==> src/rtl/pipeline_hazard_ctrl.sv <==
// pipeline_hazard_ctrl: hazard freeze/flush, EXE forwarding selects and memory wait-state hold for a 5-stage MIPS pipeline
module pipeline_hazard_ctrl #(
  parameter int MEM_WAIT = 3,
  parameter int CNT_W = 16
) (
  input  logic             clk,
  input  logic             rst,
  input  logic             Forward_EN,
  input  logic [4:0]       Src1_ID,
  input  logic [4:0]       Src2_ID,
  input  logic             Two_src_ID,
  input  logic [4:0]       Src1_EXE,
  input  logic [4:0]       Src2_EXE,
  input  logic             is_Immediate_EXE,
  input  logic [4:0]       Dst_EXE,
  input  logic             WB_EN_EXE,
  input  logic             MEM_R_EN_EXE,
  input  logic [4:0]       Dst_MEM,
  input  logic             WB_EN_MEM,
  input  logic             MEM_req,
  input  logic [4:0]       Dst_WB,
  input  logic             WB_EN_WB,
  input  logic             Br_taken,
  output logic             Freeze,
  output logic             Flush_IF,
  output logic             Flush_ID,
  output logic             Hold_all,
  output logic [1:0]       Fwd_A,
  output logic [1:0]       Fwd_B,
  output logic [1:0]       Fwd_ST,
  output logic [CNT_W-1:0] Stall_cnt
);
  typedef enum logic {S_IDLE, S_WAIT} state_t;
  state_t state, state_n;
  logic [3:0] cnt, cnt_n;
  logic hazard;
  function automatic logic match(input logic en, input logic [4:0] d, input logic [4:0] s);
    return en && d != 5'd0 && d == s;
  endfunction
  always_comb begin
    hazard = Forward_EN
      ? MEM_R_EN_EXE && (match(WB_EN_EXE, Dst_EXE, Src1_ID) || Two_src_ID && match(WB_EN_EXE, Dst_EXE, Src2_ID))
      : match(WB_EN_EXE, Dst_EXE, Src1_ID) || match(WB_EN_MEM, Dst_MEM, Src1_ID) ||
        Two_src_ID && (match(WB_EN_EXE, Dst_EXE, Src2_ID) || match(WB_EN_MEM, Dst_MEM, Src2_ID));
    Fwd_A = !Forward_EN ? 2'b00 : match(WB_EN_MEM, Dst_MEM, Src1_EXE) ? 2'b01 :
            match(WB_EN_WB, Dst_WB, Src1_EXE) ? 2'b10 : 2'b00;
    Fwd_ST = !Forward_EN ? 2'b00 : match(WB_EN_MEM, Dst_MEM, Src2_EXE) ? 2'b01 :
             match(WB_EN_WB, Dst_WB, Src2_EXE) ? 2'b10 : 2'b00;
    Fwd_B = is_Immediate_EXE ? 2'b00 : Fwd_ST;
  end
  always_comb begin
    state_n = state;
    cnt_n = cnt;
    Hold_all = 1'b0;
    if (state == S_IDLE) begin
      if (MEM_req) begin
        Hold_all = 1'b1;
        cnt_n = 4'(MEM_WAIT - 1);
        state_n = S_WAIT;
      end
    end else if (cnt != 4'd0) begin
      Hold_all = 1'b1;
      cnt_n = cnt - 4'd1;
    end else begin
      state_n = S_IDLE;
    end
    Freeze = Hold_all || (!Br_taken && hazard);
    Flush_IF = !Hold_all && Br_taken;
    Flush_ID = !Hold_all && (Br_taken || hazard);
  end
  always_ff @(posedge clk) begin
    if (!rst) begin
      state <= S_IDLE;
      cnt <= 4'd0;
      Stall_cnt <= '0;
    end else begin
      state <= state_n;
      cnt <= cnt_n;
      if (Freeze && !(&Stall_cnt)) Stall_cnt <= Stall_cnt + 1'b1;
    end
  end
endmodule

==> config.mk <==
export PLATFORM = sky130hd
export DESIGN_NAME = pipeline_hazard_ctrl
export DESIGN_NICKNAME = d
export VERILOG_FILES = /design/src/rtl/pipeline_hazard_ctrl.sv
export SDC_FILE = /design/constraint.sdc
export NUM_CORES = 1
export LEC_CHECK = 0
export BUFFER_PORTS_ARGS = -buffer_cell sky130_fd_sc_hd__buf_4
export CAP_MARGIN = 20
export CORE_MARGIN = 1.5
export CORE_UTILIZATION = 29
export CTS_CLUSTER_DIAMETER = 60
export DETAILED_ROUTE_END_ITERATION = 8
export PLACE_DENSITY_LB_ADDON = 0.05
export SLEW_MARGIN = 20
export SYNTH_ARGS = -nofsm -noshare
export SYNTH_HDL_FRONTEND = slang
export SYNTH_SLANG_ARGS = --single-unit
==> constraint.sdc <==
create_clock -name clk -period 2.5 [get_ports clk]
set_clock_uncertainty 0.05 [all_clocks]
set_input_delay 0.125 -clock clk [delete_from_list [all_inputs] [get_ports clk]]
set_output_delay 0.125 -clock clk [all_outputs]
set_load 0.03 [all_outputs]
[Word-level counts from Yosys, hierarchy flattened]
Cells that the tools add are included.
Storage, ports and cells
  input bits: 46
  output and inout port bits: 26
  register bits after elaboration: 21
  logic and storage cells: 62
Operators by class
  reduce and logical (&&, ||, !) cells: 34
  $add $sub $neg: 2
  mux-type cells: 14
  equality and inequality tests: 9
Operators with widths (number)
  $eq A5 B5 Y1: 8
  $logic_and A1 B1 Y1: 18
  $add A16 B1 Y16 const B: 1
  $reduce_and A16 Y1: 1
  $reduce_bool A5 Y1: 3
  $mux W2: 7
  $mux W4: 3
  $logic_or A1 B1 Y1: 6
  $mux W1: 4
  $reduce_bool A4 Y1: 1
  $sub A4 B1 Y4 const B: 1
  $logic_not A1 Y1: 3
  $ne A2 B1 Y1 const B: 1
  $reduce_and A2 Y1: 1
  $reduce_bool A2 Y1: 1

[Longest topological paths before layout]
  word-level depth: 10
  gate-level depth with buffers: 10

[Worst setup path after synthesis]
No wires, ideal clock.
  path kind: input to output
  from: in Dst_MEM[2]
  to: out Fwd_A[1]
  arrival: 2.035 ns
  stages: 5
  required time: 2.325 ns
  path buffers: 1
  setup slack: 0.290 ns
  cell sequence: buf_2 > or4_4 > o21ai_2 > nor4_1 > nor4_1
Between the ends
  word-level cells in the longest chain between the ends: 5
RTL lines
  from (decl): line 18  | input logic [4:0] Dst_MEM,
  $reduce_bool A5 Y1: line 38  | return en && d != 5'd0 && d == s;
  $logic_and A1 B1 Y1: line 38
  $logic_and A1 B1 Y1 (*): line 38
  $mux W2 (*) (2 in series): line 45  | Fwd_A = !Forward_EN ? 2'b00 : match(WB_EN_MEM, Dst_MEM, Src1_EXE) ? 2'b01 :
  to (decl): line 28  | output logic [1:0] Fwd_A,
Every way passes the cells marked *; elsewhere a longest branch is shown, timed or not.

[Worst setup path in the final report]
  from: reg cnt[0]
  to: reg Stall_cnt[5]
Between the ends
  word-level cells in the longest chain between the ends: 5
RTL lines
  from (decl): line 35  | logic [3:0] cnt, cnt_n;
  from (signal assigned): line 78  | cnt <= cnt_n;
  $reduce_bool A4 Y1: line 61  | end else if (cnt != 4'd0) begin
  $mux W1: line 61
  $mux W1: line 55  | if (state == S_IDLE) begin
  $logic_or A1 B1 Y1: line 67  | Freeze = Hold_all || (!Br_taken && hazard);
  $logic_and A1 B1 Y1: line 79  | if (Freeze && !(&Stall_cnt)) Stall_cnt <= Stall_cnt + 1'b1;
  to (signal assigned): line 79
  to (decl): line 31  | output logic [CNT_W-1:0] Stall_cnt
Every way passes these cells.
A chain may end at the register's enable or synchronous reset.

==> PnR_summary.wiki <==
{| class="wikitable"
! Metric !! Value
|-
| Count of clock tree sinks || 21
|-
| Mapped cell area || 0.00166 mm²
|-
| Post-route fraction of the period consumed by the critical path || 0.930
|-
| Layout cells sized above 1 || 0.299
|-
| Maximum Capacitance Violations || 0
|-
| Nature of the critical path endpoint || flop
|-
| Number of max-slew violations in the final report || 0
|-
| Crit path max fanout || 22
|-
| Commonest cells after routing, fill and taps aside || sky130_fd_sc_hd__buf_4 (72), sky130_fd_sc_hd__xnor2_1 (33), sky130_fd_sc_hd__dfxtp_1 (21)
|-
| Antenna violation net count after detailed routing || 0
|-
| Flop-to-flop setup slack || 0.17 ns
|-
| Post-synthesis async set-or-reset flop share || 0
|-
| Total Routed Length || 4250 µm
|-
| Via density per instance || 4.82
|-
| Max Clk Rate || 430 MHz
|-
| Power per unit of standard cell area || 391 mW/mm²
|-
| HPWL after detailed placement || 3460 µm
|-
| TritonCTS Buffers || 3
|-
| Number of instances in the synthesized netlist || 211
|-
| Setup repair after global routing missed its margin || no
|-
| Finished Core Util || 0.413
|-
| Vias post-DR || 1686
|-
| Post-Synthesis Net Count || 259
|-
| Worst endpoint required time || 2.64 ns
|-
| Synth Register Bits || 21
|-
| Die extent in x || 78.6 µm
|-
| Layout Area Growth over Synthesis || 37.3%
|-
| Fin cells || 350
|-
| Shortest period the worst path allows || 2.33 ns
|-
| Number of library cell types mapped by synthesis || 40
|-
| Type of the worst setup path || reg -> reg
|-
| Master cell of the clock root buffer || sky130_fd_sc_hd__clkbuf_8
|-
| Clock tree from TritonCTS || built
|-
| Worst slew pin tran || 0.666 ns
|-
| Global route total overflow || 0
|-
| Total power || 889 µW
|-
| Mean area per synthesized cell || 7.85 µm²
|-
| Height of the chip || 78.6 µm
|-
| LEAKAGE || 0.000893 µW
|-
| # Post-CTS Setup Buffers || 0
|-
| Antenna fix cells || 0
|-
| Starting DRC count in detailed routing || 60
|-
| Type of element launching the critical path || flop
|-
| Cell count of the worst hold path || 2
|-
| Clock-pin slew on the worst setup and hold paths || 0.08 ns
|-
| Max H-tree Level || 1
|-
| Setup violators final || 0
|-
| Most frequently used flop master after synthesis || sky130_fd_sc_hd__dfxtp_1
|-
| Post-layout net count || 327
|-
| Residual DRC count || 0
|-
| Class of the worst hold path || in -> reg
|-
| Post-synth EDFFs || 0
|-
| Maximum number of pins on one net before global-route repair || 23
|-
| Routed wire length per instance || 12.1 µm
|-
| Effective utilization at floorplan || 0.301
|-
| Arrival time at the worst endpoint || 2.47 ns
|-
| IO Count || 72
|-
| Count of placed standard cells including taps || 346
|-
| Final weighted congestion in routability-driven placement || 0.735
|-
| Maximum count of clock buffers along a single path || 2
|-
| Source-to-sink clock delay at the later pin of the worst-skew pair || 0.26 ns
|-
| Run status || finished, final reports clean
|-
| Number of placement rows || 27
|-
| Number of cells on the worst reg-to-reg path || 9
|-
| First-pass DRT Iterations || 4
|-
| Final hold vios || 0
|-
| Antenna violations before repair || 0
|-
| Rel. slew slack || 0.556
|-
| Wire length of the first global-routing pass || 7310 µm
|-
| Worst vdd ir || 0.146 mV
|-
| Die area || 0.00617 mm²
|-
| Combined global-route utilization of all metal layers || 0.144
|-
| Vias in the first global route || 1658
|-
| Portion of synthesized cell area occupied by the leading cell type || 0.254
|-
| Number of fill cells in the layout || 591
|-
| Core region area || 0.00551 mm²
|-
| Library cell with the largest summed area after synthesis || sky130_fd_sc_hd__dfxtp_1
|-
| Port Buffers || 71
|-
| Most common cell after layout, fill and taps aside || sky130_fd_sc_hd__buf_4
|-
| Sequential cell area fraction in the yosys report || 0.254
|-
| Number of warnings printed during yosys synthesis || 0
|-
| Fin Setup TNS || 0 ns
|-
| Cells taking the most area after synthesis || sky130_fd_sc_hd__dfxtp_1 (25%), sky130_fd_sc_hd__xnor2_1 (17%), sky130_fd_sc_hd__xor2_1 (6.3%)
|}
path summary, 6_finish.rpt:
check / to / startpoint
worst max-delay path: Stall_cnt[5] / cnt[0]
worst min register to register: Stall_cnt[15] / Stall_cnt[15]
worst max register to register: Stall_cnt[5] / cnt[0]
worst min-delay path: cnt[1] / rst
repair_timing:
action / CTS / global route
endpoints found under the hold margin: 0 / 0
resized for setup: 0 / 1
setup endpoints to repair: 0 / 3
hold buffers: 0 / 0
kinds of logic after synthesis:
group | synth area share
adders and majority gates | 0.0151
buffers and inverters | 0.0582
muxes | 0.00605
AOI/OAI and AO/OA | 0.172
DFF | 0.254
and+or+nand+nor | 0.257
xor gates and xnor gates | 0.238
metal layers:
metal  vias up  GRT usage  wire (µm)  part of all wire
met5         -          0          0                 0
met4         0     0.0500         38            0.0089
met3         2     0.0128        266             0.063
met2        58      0.245       2050              0.48
met1       748      0.188       1890              0.45
li1        878          -          -                 -
worst max-delay path, stage by stage, from the launching register on:
cell	delay (ns)
sky130_fd_sc_hd__dfxtp_1	0.38
sky130_fd_sc_hd__inv_1	0.06
sky130_fd_sc_hd__ha_1	0.22
sky130_fd_sc_hd__nor2b_1	0.15
sky130_fd_sc_hd__a21o_1	0.20
sky130_fd_sc_hd__a21oi_1	0.31
sky130_fd_sc_hd__a21oi_4	0.04
sky130_fd_sc_hd__buf_4	0.21
sky130_fd_sc_hd__or4_1	0.50
sky130_fd_sc_hd__a21oi_2	0.14
stage by stage:
step	setup slack [ns]	cell area, µm²	hold slack, ns
global route	0.00264	2270	0.0686
global placement	0.224	2220	0.347
finish	0.174	2270	0.0708
floorplan	0.290	1660	0.222
CTS	0.180	2260	0.0641
detailed placement	0.192	2220	0.345
cell type report:
cell class                 instances  area, µm²  share of cell area
multi-input combinational        173       1150               0.504
timing repair buffer              72        541               0.238
sequential                        21        420               0.185
tap                               72       90.1              0.0396
clock buffer                       4       45.0              0.0198
inverter                           8       30.0              0.0132
report_power, final:
group	switching, µW	internal [µW]	leakage [µW]
registers	13.0	347	0.000170
logic	159	144	0.000700
clock network	112	114	0.0000228
total	284	605	0.000893
Yosys cell counts (2+ instances only):
cell type                  instances
sky130_fd_sc_hd__a211oi_1          3
sky130_fd_sc_hd__a21oi_1          15
sky130_fd_sc_hd__and2_1            2
sky130_fd_sc_hd__and3_1            3
sky130_fd_sc_hd__buf_6             2
sky130_fd_sc_hd__clkbuf_1          5
sky130_fd_sc_hd__dfxtp_1          21
sky130_fd_sc_hd__ha_1              2
sky130_fd_sc_hd__inv_1             8
sky130_fd_sc_hd__nand2_1          16
sky130_fd_sc_hd__nand3_1          12
sky130_fd_sc_hd__nand4_1           3
sky130_fd_sc_hd__nor2_1           17
sky130_fd_sc_hd__nor2b_1           5
sky130_fd_sc_hd__nor3_1            4
sky130_fd_sc_hd__nor4_1            4
sky130_fd_sc_hd__o21ai_0           4
sky130_fd_sc_hd__o21ai_1           6
sky130_fd_sc_hd__o22ai_1           2
sky130_fd_sc_hd__o31ai_1           4
sky130_fd_sc_hd__or3_1             6
sky130_fd_sc_hd__or4_1             6
sky130_fd_sc_hd__xnor2_1          33
sky130_fd_sc_hd__xor2_1           12
state kept, by name, summed over array words and instances, names as in the netlist:
name / cells
Stall_cnt: 16
state: 1
cnt: 4
Note: power is estimated with default switching activity, not from simulation.
